<file path="config.mk">
export PLATFORM = sky130hd
export DESIGN_NAME = audio_sched
export DESIGN_NICKNAME = d
export VERILOG_FILES = /design/src/rtl/audio_sched_pkg.sv /design/src/rtl/audio_sched_hold.sv /design/src/rtl/audio_sched.sv
export SDC_FILE = /design/constraint.sdc
export NUM_CORES = 1
export LEC_CHECK = 0
export ABC_AREA = 1
export CORE_UTILIZATION = 56
export DETAILED_ROUTE_END_ITERATION = 16
export HOLD_SLACK_MARGIN = 0.12
export PLACE_DENSITY = 0.82
export SKIP_LAST_GASP = 1
export SLEW_MARGIN = 20
export SYNTH_ARGS = -nofsm -noshare
export SYNTH_HDL_FRONTEND = slang
export SYNTH_SLANG_ARGS = --single-unit
</file>
<file path="constraint.sdc">
create_clock -name clk_i -period 2.9 [get_ports clk_i]
set_clock_uncertainty 0.15 [all_clocks]
set_input_delay 0.58 -clock clk_i [delete_from_list [all_inputs] [get_ports clk_i]]
set_output_delay 0.58 -clock clk_i [all_outputs]
set_load 0.1 [all_outputs]
</file>
<file path="src/rtl/audio_sched_pkg.sv">
`default_nettype none
// ----------------------------------------------------------------------
// audio_sched_pkg : shared types, mode encodings and mix helpers
// Revision 1.0
// ----------------------------------------------------------------------
package audio_sched_pkg;

  localparam int SAMPLE_W = 16;

  typedef enum logic [1:0] {
    ST_OFF  = 2'd0,
    ST_FILL = 2'd1,
    ST_RUN  = 2'd2
  } state_t;

  localparam logic [1:0] MODE_MUTE = 2'b00;
  localparam logic [1:0] MODE_CH0  = 2'b01;
  localparam logic [1:0] MODE_CH1  = 2'b10;
  localparam logic [1:0] MODE_MIX  = 2'b11;

  localparam logic [SAMPLE_W-1:0] SAT_MAX = 16'h7FFF;
  localparam logic [SAMPLE_W-1:0] SAT_MIN = 16'h8000;

  // Bit N set when channel N participates in the given mode.
  function automatic logic [1:0] sel_mask(input logic [1:0] mode);
    sel_mask = {(mode == MODE_CH1) || (mode == MODE_MIX),
                (mode == MODE_CH0) || (mode == MODE_MIX)};
  endfunction

  function automatic logic [SAMPLE_W-1:0] sat_add(input logic [SAMPLE_W-1:0] a,
                                                  input logic [SAMPLE_W-1:0] b);
    logic [SAMPLE_W:0] sum;
    sum = {a[SAMPLE_W-1], a} + {b[SAMPLE_W-1], b};
    if (sum[SAMPLE_W] != sum[SAMPLE_W-1])
      sat_add = sum[SAMPLE_W] ? SAT_MIN : SAT_MAX;
    else
      sat_add = sum[SAMPLE_W-1:0];
  endfunction

  function automatic logic [SAMPLE_W-1:0] pick_sample(input logic [1:0]          mode,
                                                      input logic [SAMPLE_W-1:0] a,
                                                      input logic [SAMPLE_W-1:0] b);
    case (mode)
      MODE_CH0: pick_sample = a;
      MODE_CH1: pick_sample = b;
      MODE_MIX: pick_sample = sat_add(a, b);
      default:  pick_sample = '0;
    endcase
  endfunction

endpackage
`default_nettype wire

</file>
<file path="src/rtl/audio_sched_hold.sv">
`default_nettype none
// ----------------------------------------------------------------------
// aud_hold : one-entry sample holding register with valid/ready intake
// Revision 1.0
// ----------------------------------------------------------------------
module aud_hold #(
  parameter int DATA_W = 16
) (
  input  logic              clk_i,
  input  logic              rst_i,
  input  logic              valid_i,
  input  logic [DATA_W-1:0] data_i,
  output logic              ready_o,
  input  logic              consume_i,
  input  logic              flush_i,
  input  logic              en_nxt_i,
  output logic              full_o,
  output logic [DATA_W-1:0] data_o
);

  logic              full_q, full_d;
  logic              ready_q;
  logic [DATA_W-1:0] data_q;
  logic              w_xfer;

  assign w_xfer = valid_i & ready_q;

  // Flush beats everything so a stopped or deselected channel always ends empty.
  always_comb begin
    full_d = full_q;
    if (flush_i)
      full_d = 1'b0;
    else if (w_xfer)
      full_d = 1'b1;
    else if (consume_i)
      full_d = 1'b0;
  end

  always_ff @(posedge clk_i or posedge rst_i) begin
    if (rst_i) begin
      full_q  <= 1'b0;
      ready_q <= 1'b0;
      data_q  <= '0;
    end else begin
      full_q  <= full_d;
      ready_q <= en_nxt_i & ~full_d;
      if (w_xfer)
        data_q <= data_i;
    end
  end

  assign ready_o = ready_q;
  assign full_o  = full_q;
  assign data_o  = data_q;

endmodule
`default_nettype wire

</file>
<file path="src/rtl/audio_sched.sv">
`default_nettype none
// ----------------------------------------------------------------------
// audio_sched : two-source PCM sample scheduler feeding the serializer
// Revision 1.0
// ----------------------------------------------------------------------
module audio_sched
  import audio_sched_pkg::*;
#(
  parameter int DATA_W = SAMPLE_W,
  parameter int UCNT_W = 8
) (
  input  logic              clk_i,
  input  logic              reset_i,
  input  logic              run_i,
  input  logic [1:0]        mode_i,
  input  logic              req0_valid_i,
  input  logic [DATA_W-1:0] req0_data_i,
  output logic              req0_ready_o,
  input  logic              req1_valid_i,
  input  logic [DATA_W-1:0] req1_data_i,
  output logic              req1_ready_o,
  input  logic              done_i,
  output logic [DATA_W-1:0] d_in_o,
  output logic              enable_o,
  output logic              underrun_o,
  output logic [UCNT_W-1:0] underrun_cnt_o
);

  state_t            state_q, state_d;
  logic [1:0]        mode_q, mode_d;
  logic              done_q;
  logic [DATA_W-1:0] d_in_q, d_in_d;
  logic              enable_q, enable_d;
  logic              underrun_q, underrun_d;
  logic [UCNT_W-1:0] ucnt_q, ucnt_d;

  logic [1:0]        w_full, w_consume, w_flush, w_en_nxt;
  logic [1:0]        w_sel_q, w_sel_new, w_missing;
  logic [DATA_W-1:0] w_hold0, w_hold1, w_smp0, w_smp1;
  logic              w_done_rise, w_all_full;

  assign w_done_rise = done_i & ~done_q;
  assign w_sel_q     = sel_mask(mode_q);
  assign w_sel_new   = sel_mask(mode_i);
  assign w_all_full  = &(w_full | ~w_sel_q);
  assign w_missing   = w_sel_new & ~w_full;
  // An empty channel contributes silence to the frame.
  assign w_smp0      = w_full[0] ? w_hold0 : '0;
  assign w_smp1      = w_full[1] ? w_hold1 : '0;
  assign w_en_nxt    = (state_d == ST_OFF) ? 2'b00 : sel_mask(mode_d);

  aud_hold #(.DATA_W(DATA_W)) u_hold0 (
    .clk_i     (clk_i),
    .rst_i     (reset_i),
    .valid_i   (req0_valid_i),
    .data_i    (req0_data_i),
    .ready_o   (req0_ready_o),
    .consume_i (w_consume[0]),
    .flush_i   (w_flush[0]),
    .en_nxt_i  (w_en_nxt[0]),
    .full_o    (w_full[0]),
    .data_o    (w_hold0)
  );

  aud_hold #(.DATA_W(DATA_W)) u_hold1 (
    .clk_i     (clk_i),
    .rst_i     (reset_i),
    .valid_i   (req1_valid_i),
    .data_i    (req1_data_i),
    .ready_o   (req1_ready_o),
    .consume_i (w_consume[1]),
    .flush_i   (w_flush[1]),
    .en_nxt_i  (w_en_nxt[1]),
    .full_o    (w_full[1]),
    .data_o    (w_hold1)
  );

  always_ff @(posedge clk_i or posedge reset_i) begin
    if (reset_i)
      state_q <= ST_OFF;
    else
      state_q <= state_d;
  end

  always_comb begin
    state_d = state_q;
    case (state_q)
      ST_OFF:  if (run_i) state_d = ST_FILL;
      ST_FILL: begin
        if (!run_i)
          state_d = ST_OFF;
        else if (w_all_full)
          state_d = ST_RUN;
      end
      ST_RUN:  if (w_done_rise && !run_i) state_d = ST_OFF;
      default: state_d = ST_OFF;
    endcase
  end

  always_comb begin
    mode_d     = mode_q;
    d_in_d     = d_in_q;
    enable_d   = enable_q;
    underrun_d = 1'b0;
    ucnt_d     = ucnt_q;
    w_consume  = 2'b00;
    w_flush    = 2'b00;
    case (state_q)
      ST_OFF: begin
        d_in_d   = '0;
        enable_d = 1'b0;
        w_flush  = 2'b11;
        if (run_i)
          mode_d = mode_i;
      end
      ST_FILL: begin
        if (!run_i) begin
          w_flush = 2'b11;
        end else if (w_all_full) begin
          d_in_d    = pick_sample(mode_q, w_smp0, w_smp1);
          enable_d  = 1'b1;
          w_consume = w_sel_q;
        end
      end
      ST_RUN: begin
        if (w_done_rise) begin
          if (!run_i) begin
            d_in_d   = '0;
            enable_d = 1'b0;
            w_flush  = 2'b11;
          end else begin
            // New mode takes effect on this frame boundary.
            mode_d    = mode_i;
            w_flush   = ~w_sel_new;
            w_consume = w_sel_new & w_full;
            d_in_d    = pick_sample(mode_i, w_smp0, w_smp1);
            if (|w_missing) begin
              underrun_d = 1'b1;
              if (!(&ucnt_q))
                ucnt_d = ucnt_q + 1'b1;
            end
          end
        end
      end
      default: begin
        d_in_d   = '0;
        enable_d = 1'b0;
        w_flush  = 2'b11;
      end
    endcase
  end

  always_ff @(posedge clk_i or posedge reset_i) begin
    if (reset_i) begin
      mode_q     <= MODE_MUTE;
      done_q     <= 1'b0;
      d_in_q     <= '0;
      enable_q   <= 1'b0;
      underrun_q <= 1'b0;
      ucnt_q     <= '0;
    end else begin
      mode_q     <= mode_d;
      done_q     <= done_i;
      d_in_q     <= d_in_d;
      enable_q   <= enable_d;
      underrun_q <= underrun_d;
      ucnt_q     <= ucnt_d;
    end
  end

  assign d_in_o         = d_in_q;
  assign enable_o       = enable_q;
  assign underrun_o     = underrun_q;
  assign underrun_cnt_o = ucnt_q;

endmodule
`default_nettype wire
</file>
==> metrics.txt, run 1 <==
ys flop type dfrtp_1; DRT antenna net count 0; Syn Area/Cell 6.85 um2; DRC errors left 0; ratio of cells with drive above 1 in the final layout 19.4%; Clock Tree Root clkbuf_8; GRT overflow 0; final slew viol count 0; Slew Limit Headroom 45.2%; hold path cells 2; Max Clock Freq 0.354 GHz; number of vias per cell 5.57; H-tree levels 3; Critical Path RT 2990 ps; first-pass GRT wire length 23,100 um; Area after DPL 0.00560 mm2; Syn Nets 763; Synth top area share 34.9%; Final Critical Period 2830 ps; Clock Latency Late Sink 340 ps; worst vdd ir 0.000626 V; Post-synth EDFFs 0; status complete, no violations; FF+latch count, synth 67; Mapped Area 0.00480 mm2; Die Span Y 94.6 um; Worst setup EP type register; largest net degree at the start of global routing 36; Mapped Cells 701; Worst-path clk slew 80 ps; final net count 845; top cells by count, synth nand2_1 (299), inv_1 (88), dfrtp_1 (67), nand3_1 (45), a22oi_1 (30); Worst Setup Start Kind register; TritonCTS Buffers 9; num rows 33; Avg WL per Cell 16.2 um; die width 94.6 um; Finished Layout Cells 893; Crit Path Max Fanout 15; pwr dens 665 mW/mm2; Pre-Repair DR Iteration Count 6; number of distinct library cells after synthesis 35; CTS Sinks 67; critical path class reg -> reg; Synth Warn # 0; HPWL Detailed 10,600 um; placed instance count 870; Boundary Pins 68; clk buf depth 2; Fillers 655; sequential area share after synthesis 34.9%; Iteration-0 DRC Markers 389; Final GP Congestion 0.942; CTS tree yes; n_diodes 0; crit path capture d_in_o[6]$_DFFE_PP0P_; Worst-Margin Slew 820 ps; top cells by area, synth dfrtp_1 (35%), nand2_1 (23%), inv_1 (6.9%); Core Util, Final 73.6%; vias in the first global route 4,803; final wirelength 14,400 um; die area 0.00895 mm2; LEAKAGE 3.45 nW; CORE AREA 0.00826 mm2; Synth area leader dfrtp_1; Worst setup startpoint u_hold1.full_o$_DFF_PP0_; GRT Util Overall 33.9%; Final period util 97.4%; reg2reg end d_in_o[6]$_DFFE_PP0P_; count leader, synth nand2_1; endpoints failing hold 0; Final setup viols 0; Starting Density 58.2%; reg2reg start u_hold1.full_o$_DFF_PP0_; initial antenna violation count 0; via count 4,974; CTS Hold Buffers Added 0; Hold Crit Class reg -> reg; input/output buffers 67; Post-synth ARST share 100%; post-route cell area 0.00608 mm2; area delta synth->final 26.5%; worst-case reg-to-reg path depth 20; Worst Path Arrival 2920 ps; R2R setup slack 70 ps; max cap viols 0
==> worst max-delay path, stage by stage (launching register included) <==
cell       delay, ps
dfrtp_2          460
buf_4            170
nand2_2          100
inv_1             80
ha_1             300
inv_1             90
nand2_1          100
nand3_2           90
nand2_2           80
nand2_2           90
nand2_2           50
nand2_2           90
nand4_1           90
buf_4            170
clkbuf_16        170
nand3_1           90
nand2_1           60
nand2_1           60
nand2_1          100
nand2_1           70
nand2_1           50
==> how the worst min path moves through the flow <==
stage / slack (ps) / end / from
6_report: 340 / d_in_o[5]$_DFFE_PP0P_ / d_in_o[5]$_DFFE_PP0P_
5_1_grt: 370 / d_in_o[15]$_DFFE_PP0P_ / d_in_o[15]$_DFFE_PP0P_
4_1_cts: 340 / d_in_o[3]$_DFFE_PP0P_ / d_in_o[3]$_DFFE_PP0P_
3_5_place_dp: 320 / d_in_o[3]$_DFFE_PP0P_ / d_in_o[3]$_DFFE_PP0P_
3_3_place_gp: 320 / d_in_o[2]$_DFFE_PP0P_ / d_in_o[2]$_DFFE_PP0P_
2_1_floorplan: 300 / u_hold0.data_o[0]$_DFFE_PP0P_ / u_hold0.data_o[0]$_DFFE_PP0P_
==> power breakdown <==
| group | switching [W] | internal [W] |
|---|---|---|
| Combinational | 0.00119 | 0.000636 |
| Clock | 0.000396 | 0.000401 |
| Sequential | 0.000201 | 0.00121 |
| Total | 0.00179 | 0.00225 |
==> cells in the final DEF (no fill, tap or decap), types with 4 or more instances in the layout <==
cell type        count
nand2_2             20
clkdlybuf4s50_1     39
dfrtp_1             65
nor2_1              24
buf_4               48
xnor2_1              8
a21oi_1             16
ha_4                 9
ha_2                 4
mux2_2              16
nand3_1             42
nand2_1            291
inv_2               17
clkbuf_8             9
a22oi_1             30
nor3_1               4
inv_1               74
o21ai_0              7
a31oi_1              5
nand4_1              4
xor2_1               8
ha_1                 8
==> layout make-up <==
type                       instances  area, um2  share of cell area (%)
tap                              105        131                    2.16
multi-input combinational        519       2860                    47.0
inverter                          92        345                    5.68
sequential                        67       1680                    27.6
clock inverter                     7       76.3                    1.26
clock buffer                       9        124                    2.04
timing repair buffer              94        863                    14.2
==> repair_timing <==
item,in CTS,in global routing
resized for setup,1,49
endpoints found under the setup margin,1,15
cloned,0,2
pin swaps,0,6
setup buffers,0,5
==> per-layer routing <==
metal	vias to the layer above	GRT usage, %	wire length (um)
li1	2384	-	-
met1	2282	44.7	6160
met2	268	55.5	6770
met3	40	5.64	1120
met4	0	13.3	403
met5	-	0	0
==> cells by family after synthesis <==
family / share of synthesized area [%]
AOI/OAI and AO/OA: 9.40
muxes: 3.75
buffers and inverters: 9.45
DFF: 34.9
xor gates and xnor gates: 2.92
adders and majority gates: 5.89
and+or+nand+nor: 33.7
==> state kept, by name (all words and copies together) (netlist names) <==
register and cells:
mode_q 2, enable_o 1, u_hold1.full_o 1, u_hold0.data_o 16, state_q 2, underrun_o 1
done_q 1, u_hold0.ready_o 1, underrun_cnt_o 8, d_in_o 16, u_hold1.data_o 16, u_hold0.full_o 1
u_hold1.ready_o 1
==> per-stage QoR <==
step | total power, W | setup WS (ps) | setup TNS, ps | hold slack [ps]
floorplan | 0.00257 | 261 | 0 | 299
global placement | 0.00305 | 6.70 | 0 | 316
detailed placement | 0.00310 | -22.2 | -22.2 | 322
CTS | 0.00391 | 10.7 | 0 | 345
global route | 0.00429 | -39.6 | -95.7 | 368
finish | 0.00404 | 74.3 | 0 | 345
(Power assumes the default switching activity.)
==> run 2, diff against run 1 <==
CORE_UTILIZATION = 35   (was 56)
PLACE_DENSITY = not set   (was 0.82)
==> run 2 against run 1 <==
Compared with the run above:
- power grew 6.4%
- sequential cell count is the same
- register-to-register slack better by 90 ps
- utilization fell by 26 points
- via count down 2.6%
- routed wire length down 0.76%
- hold slack got worse by 18 ps
- sequential power barely moved
- worst setup slack improved by 94 ps
- cell count increased by 8.1%
- critical endpoint is now d_in_o[0]$_DFFE_PP0P_
- largest cell class unchanged
==> metrics.txt, run 2 (synthesis gave the netlist of run 1 again) <==
Hold Crit Class reg -> reg (unchanged); critical path class reg -> reg (unchanged); GRT overflow 0 (unchanged); die width 119 um (was 94.6 um); TritonCTS Buffers 9 (unchanged); setup_tns 0 ps (unchanged); vias in the first global route 4,809 (was 4,803); DRT antenna net count 0 (unchanged); Hold EP d_in_o[13]$_DFFE_PP0P_ (was d_in_o[5]$_DFFE_PP0P_); most frequent cells in the layout nand2_1 (291), inv_1 (70), dfrtp_1 (66) (was nand2_1 (291), inv_1 (74), dfrtp_1 (65)); Switching Fraction 41.3% (was 44.4%); Crit Path Max Fanout 7 (was 15); CTS tree yes (unchanged); Worst Path Arrival 2810 ps (was 2920 ps); hold path cells 2 (unchanged); CORE AREA 0.0133 mm2 (was 0.00826 mm2); cell internal pwr 0.00252 W (was 0.00225 W); Final setup viols 0 (unchanged); Final Critical Period 2730 ps (was 2830 ps); input/output buffers 67 (unchanged); Avg WL per Cell 14.9 um (was 16.2 um); most common cell after layout, fill and taps aside nand2_1 (unchanged); pwr dens 678 mW/mm2 (was 665 mW/mm2); Worst Setup Start Kind register (unchanged); Iteration-0 DRC Markers 307 (was 389); max cap viols 0 (unchanged); n_diodes 0 (unchanged); HPWL Detailed 10,800 um (was 10,600 um); CTS Sinks 67 (unchanged); Final GP Congestion 0.935 (was 0.942); Worst-Margin Slew 1070 ps (was 820 ps); final slew viol count 0 (unchanged); H-tree levels 3 (unchanged); status complete, no violations (unchanged); number of vias per cell 5.02 (was 5.57); reg2reg start u_hold0.full_o$_DFF_PP0_ (was u_hold1.full_o$_DFF_PP0_); Final period util 94.2% (was 97.4%); Starting Density 36.1% (was 58.2%); sequential share of power 32.4% (was 34.9%); R2R setup slack 170 ps (was 70 ps); reg2reg end d_in_o[0]$_DFFE_PP0P_ (was d_in_o[6]$_DFFE_PP0P_); Slew Limit Headroom 28.2% (was 45.2%); GRT Util Overall 21.3% (was 33.9%); Clock Tree Root clkbuf_16 (was clkbuf_8); final wirelength 14,300 um (was 14,400 um); NetSw 0.00178 W (was 0.00179 W); LEAKAGE 3.48 nW (was 3.45 nW); Worst-path clk slew 60 ps (was 80 ps); Worst setup EP type register (unchanged); num rows 42 (was 33); via count 4,847 (was 4,974); ratio of cells with drive above 1 in the final layout 19.9% (was 19.4%); clk buf depth 2 (unchanged); first-pass GRT wire length 23,700 um (was 23,100 um); Critical Path RT 2980 ps (was 2990 ps); WHS 327 ps (was 345 ps); Boundary Pins 68 (unchanged); Clock Latency Late Sink 340 ps (about the same); worst-case reg-to-reg path depth 20 (unchanged); final net count 846 (was 845); worst vdd ir 0.000798 V (was 0.000626 V); worst hold start d_in_o[13]$_DFFE_PP0P_ (was d_in_o[5]$_DFFE_PP0P_); largest net degree at the start of global routing 39 (was 36); area delta synth->final 31.9% (was 26.5%); DRC errors left 0 (unchanged); Pre-Repair DR Iteration Count 6 (unchanged); endpoints failing hold 0 (unchanged); Die Span Y 119 um (was 94.6 um); initial antenna violation count 0 (unchanged); Clock power frac 25.3% (was 19.7%); die area 0.0142 mm2 (was 0.00895 mm2); Comb power frac 42.2% (was 45.3%); CTS Hold Buffers Added 0 (unchanged); Max Clock Freq 0.366 GHz (was 0.354 GHz)
==> run 2: changes by cell type in the layout (fill, tap and decap cells not counted), moves of 2 or more <==
| cell | before | now |
|---|---|---|
| a21oi_1 | 16 | 14 |
| buf_6 | 2 | 4 |
| clkbuf_16 | 1 | 11 |
| clkbuf_8 | 9 | 0 |
| ha_2 | 4 | 0 |
| ha_4 | 9 | 14 |
| inv_1 | 74 | 70 |
| inv_2 | 17 | 21 |
| nand2_4 | 1 | 3 |
==> run 2: what timing repair did <==
item                                    CTS  global route
endpoints found under the setup margin    2            16
buffers inserted                          2             4
gates cloned                              1             3
pin swaps                                 1             9
gates resized for setup                   0            59
==> run 2: final cells by class <==
cell class / instances / area (um2)
Timing Repair Buffer: 94 / 878
Sequential cell: 67 / 1680
Clock inverter: 6 / 66.3
Inverter: 92 / 345
Multi-Input combinational cell: 520 / 2920
Fill cell: 1357 / 6960
Clock buffer: 10 / 229
Tap cell: 176 / 220
==> run 2: power by group through the flow <==
stage                     combinational, W  clock (W)  sequential, W
final                              0.00182    0.00109        0.00139
after CTS                          0.00172    0.00112        0.00138
after detailed placement           0.00170          0        0.00140
after global routing               0.00199    0.00117        0.00143
after global placement             0.00168          0        0.00139
after floorplan                   0.000998          0        0.00158
==> run 2: routing by layer <==
layer,vias up,GRT usage (%),wire length [um]
met2,157,32.9,6390
met3,32,4.50,731
met5,-,0,0
li1,2389,-,-
met1,2269,28.1,6680
met4,0,10.7,531
==> run 2: worst max path at each step <==
stage / start / end / slack [ps]
CTS: u_hold0.full_o$_DFF_PP0_ / d_in_o[0]$_DFFE_PP0P_ / -1
detailed placement: u_hold0.full_o$_DFF_PP0_ / d_in_o[9]$_DFFE_PP0P_ / 4
finish: u_hold0.full_o$_DFF_PP0_ / d_in_o[0]$_DFFE_PP0P_ / 170
floorplan: u_hold1.full_o$_DFF_PP0_ / d_in_o[2]$_DFFE_PP0P_ / 260
global placement: u_hold0.full_o$_DFF_PP0_ / d_in_o[9]$_DFFE_PP0P_ / 10
global route: u_hold0.full_o$_DFF_PP0_ / d_in_o[3]$_DFFE_PP0P_ / -100
==> run 2: stage by stage <==
| step | setup WS [ps] | std cells | cell area [um2] | util (%) | total power, W |
|---|---|---|---|---|---|
| after floorplan | 261 | 701 | 4800 | - | 0.00257 |
| after global routing | -96.2 | 965 | 6340 | 47.7 | 0.00458 |
| final | 168 | 965 | 6340 | 47.7 | 0.00430 |
| after detailed placement | 4.33 | 939 | 5680 | 42.7 | 0.00310 |
| after global placement | 10.8 | 939 | 5680 | 42.7 | 0.00307 |
| after CTS | -1.43 | 958 | 5990 | 45.1 | 0.00422 |
==> run 2: critical path, cell delays in order, from the launching register on <==
cell and delay (ps):
dfrtp_2 440, nand2_2 90, inv_2 60, ha_4 160, fa_2 400, nand2_2 90, nand2_2 70, nand3_2 100
nand2_4 60, nand2_2 90, nand2_2 50, nand2_2 70, nand4_1 110, buf_6 160, clkbuf_16 150, nand3_1 70
nand2_1 60, nand2_1 60, nand2_1 50, nand2_1 70, nand2_1 50
==> run 3, diff against run 2 <==
CTS_CLUSTER_SIZE = 28   (was not set)
SKIP_CTS_REPAIR_TIMING = 1   (was not set)
==> run 3 against run 2 <==
Compared with the run above:
- hold slack about the same
- power increased by 0.11%
- critical path type unchanged
- sequential power about the same
- count of clock-buffer cells in the layout unchanged
- combinational power about the same
- cell count increased by 0.31%
==> metrics.txt, run 3 (synthesis gave the netlist of run 1 again) <==
Final period util 95.0% (was 94.2%); CP max-delay cell dfrtp_2 (unchanged); Avg WL per Cell 14.9 um (about the same); TritonCTS Buffers 9 (unchanged); endpoints failing hold 0 (unchanged); die area 0.0142 mm2 (unchanged); LEAKAGE 3.48 nW (about the same); Final setup viols 0 (unchanged); first-pass GRT wire length 23,500 um (was 23,700 um); Hold Crit Class reg -> reg (unchanged); crit-path cells buf_6 > nand2_1 > inv_2 > ha_4 > a21oi_2 > nand2_2 > a21oi_2 > nand2_1 > nand2_2 > nand4_1 > buf_6 > clkbuf_16 > nand3_1 > nand2_1 > nand2_1 > nand2_1 > nand2_1 > nand2_1 (was nand2_2 > inv_2 > ha_4 > fa_2 > nand2_2 > nand2_2 > nand3_2 > nand2_4 > nand2_2 > nand2_2 > nand2_2 > nand4_1 > buf_6 > clkbuf_16 > nand3_1 > nand2_1 > nand2_1 > nand2_1 > nand2_1 > nand2_1); die width 119 um (unchanged); Boundary Pins 68 (unchanged); Iteration-0 DRC Markers 265 (was 307); Starting Density 36.1% (unchanged); CTS tree yes (unchanged); Core Util, Final 47.8% (was 47.7%); Clock Latency Late Sink 340 ps (about the same); ratio of cells with drive above 1 in the final layout 21.2% (was 19.9%); Worst-path clk slew 60 ps (about the same); pwr dens 677 mW/mm2 (was 678 mW/mm2); clk buf depth 2 (unchanged); final wirelength 14,400 um (was 14,300 um); largest net degree at the start of global routing 39 (unchanged); Final GP Congestion 0.935 (unchanged); Pre-Repair DR Iteration Count 5 (was 6); CORE AREA 0.0133 mm2 (unchanged); H-tree levels 3 (unchanged); Final Critical Period 2760 ps (was 2730 ps); Comb power frac 42.3% (was 42.2%); crit-path max cell delay 440 ps (about the same); Switching Fraction 41.2% (was 41.3%); CTS Sinks 67 (unchanged); FF+latch area 0.00168 mm2 (unchanged); buffer and inverter count on the worst path 4 (was 3); cell internal pwr 0.00253 W (was 0.00252 W); final slew viol count 0 (unchanged); n_diodes 0 (unchanged); Worst Path Arrival 2840 ps (was 2810 ps); initial antenna violation count 0 (unchanged); Power, Total 0.00430 W (about the same); Slew Limit Headroom 28.1% (was 28.2%); NetSw 0.00177 W (was 0.00178 W); number of vias per cell 5.02 (about the same); critical path class reg -> reg (unchanged); Fillers 1,363 (was 1,357); Clock power frac 25.3% (about the same); sequential share of power 32.4% (about the same); vias in the first global route 4,786 (was 4,809); most frequent cells in the layout nand2_1 (288), inv_1 (66), dfrtp_1 (66) (was nand2_1 (291), inv_1 (70), dfrtp_1 (66)); placed instance count 939 (unchanged); GRT overflow 0 (unchanged); Worst-Margin Slew 1070 ps (about the same); Clock Tree Root clkbuf_16 (unchanged); input/output buffers 67 (unchanged); worst vdd ir 0.000798 V (about the same); Worst setup EP type register (unchanged); Max Clock Freq 0.363 GHz (was 0.366 GHz); Finished Layout Cells 968 (was 965); Multi-input gate area 0.00292 mm2 (about the same); Critical Path RT 2980 ps (about the same); Crit Path Max Fanout 15 (was 7); HPWL Detailed 10,800 um (unchanged); GRT Util Overall 21.2% (was 21.3%); Die Span Y 119 um (unchanged); WHS 327 ps (about the same); via count 4,862 (was 4,847); post-route cell area 0.00636 mm2 (was 0.00634 mm2); Area after DPL 0.00568 mm2 (unchanged); DRC errors left 0 (unchanged); Worst Setup Start Kind register (unchanged); max cap viols 0 (unchanged); num rows 42 (unchanged); Crit path top cell by count nand2_1 (was nand2_2); area delta synth->final 32.3% (was 31.9%); status complete, no violations (unchanged); most common cell after layout, fill and taps aside nand2_1 (unchanged); final net count 849 (was 846); CP top delay family simple AND/OR/NAND/NOR gates (unchanged); DRT antenna net count 0 (unchanged)
## run 3: cell count changes in the layout (fill, tap and decap cells not counted), sizes merged
cell  change
buf       +3
## run 3: through the flow
stage | TNS [ps] | setup slack, ps
after floorplan | 0 | 261
after global placement | 0 | 10.8
after detailed placement | 0 | 4.33
after CTS | -21.2 | -20.9
after global routing | -768 | -90.9
final | 0 | 144
## run 3: cell type report
cell class	instances	share of cell area, %
Clock inverter	6	1.04
Timing Repair Buffer	97	14.1
Tap cell	176	3.46
Clock buffer	10	3.60
Multi-Input combinational cell	520	46.0
Inverter	92	5.43
Sequential cell	67	26.4
## run 3: power groups by stage
stage | combinational (W) | clock (W) | sequential, W
4_1_cts | 0.00170 | 0.00112 | 0.00138
2_1_floorplan | 0.000998 | 0 | 0.00158
6_report | 0.00182 | 0.00109 | 0.00139
3_5_place_dp | 0.00170 | 0 | 0.00140
3_3_place_gp | 0.00168 | 0 | 0.00139
5_1_grt | 0.00200 | 0.00117 | 0.00143
## run 3: routing by layer
layer	vias up	wire [um]	GRT usage (%)
met2	143	6370	32.8
met3	36	594	4.50
li1	2388	-	-
met4	0	679	10.5
met1	2295	6770	27.9
met5	-	0	0
## run 3: worst paths after layout
| kind | to | startpoint | cells after the start | slack [ps] |
|---|---|---|---|---|
| max reg2reg | d_in_o[12]$_DFFE_PP0P_ | u_hold0.full_o$_DFF_PP0_ | 18 | 140 |
| max | d_in_o[12]$_DFFE_PP0P_ | u_hold0.full_o$_DFF_PP0_ | 18 | 140 |
| max in group asynchronous | u_hold0.full_o$_DFF_PP0_ | reset_i | 3 | 1470 |
| min | d_in_o[13]$_DFFE_PP0P_ | d_in_o[13]$_DFFE_PP0P_ | 2 | 330 |
| min reg2reg | d_in_o[13]$_DFFE_PP0P_ | d_in_o[13]$_DFFE_PP0P_ | 2 | 330 |
| min in group asynchronous | state_q[0]$_DFF_PP0_ | reset_i | 2 | 500 |
## run 3: worst min-delay path, stage by stage (launching register included)
cell     delay, ps
dfrtp_1        340
nand2_1         50
nand2_1         50
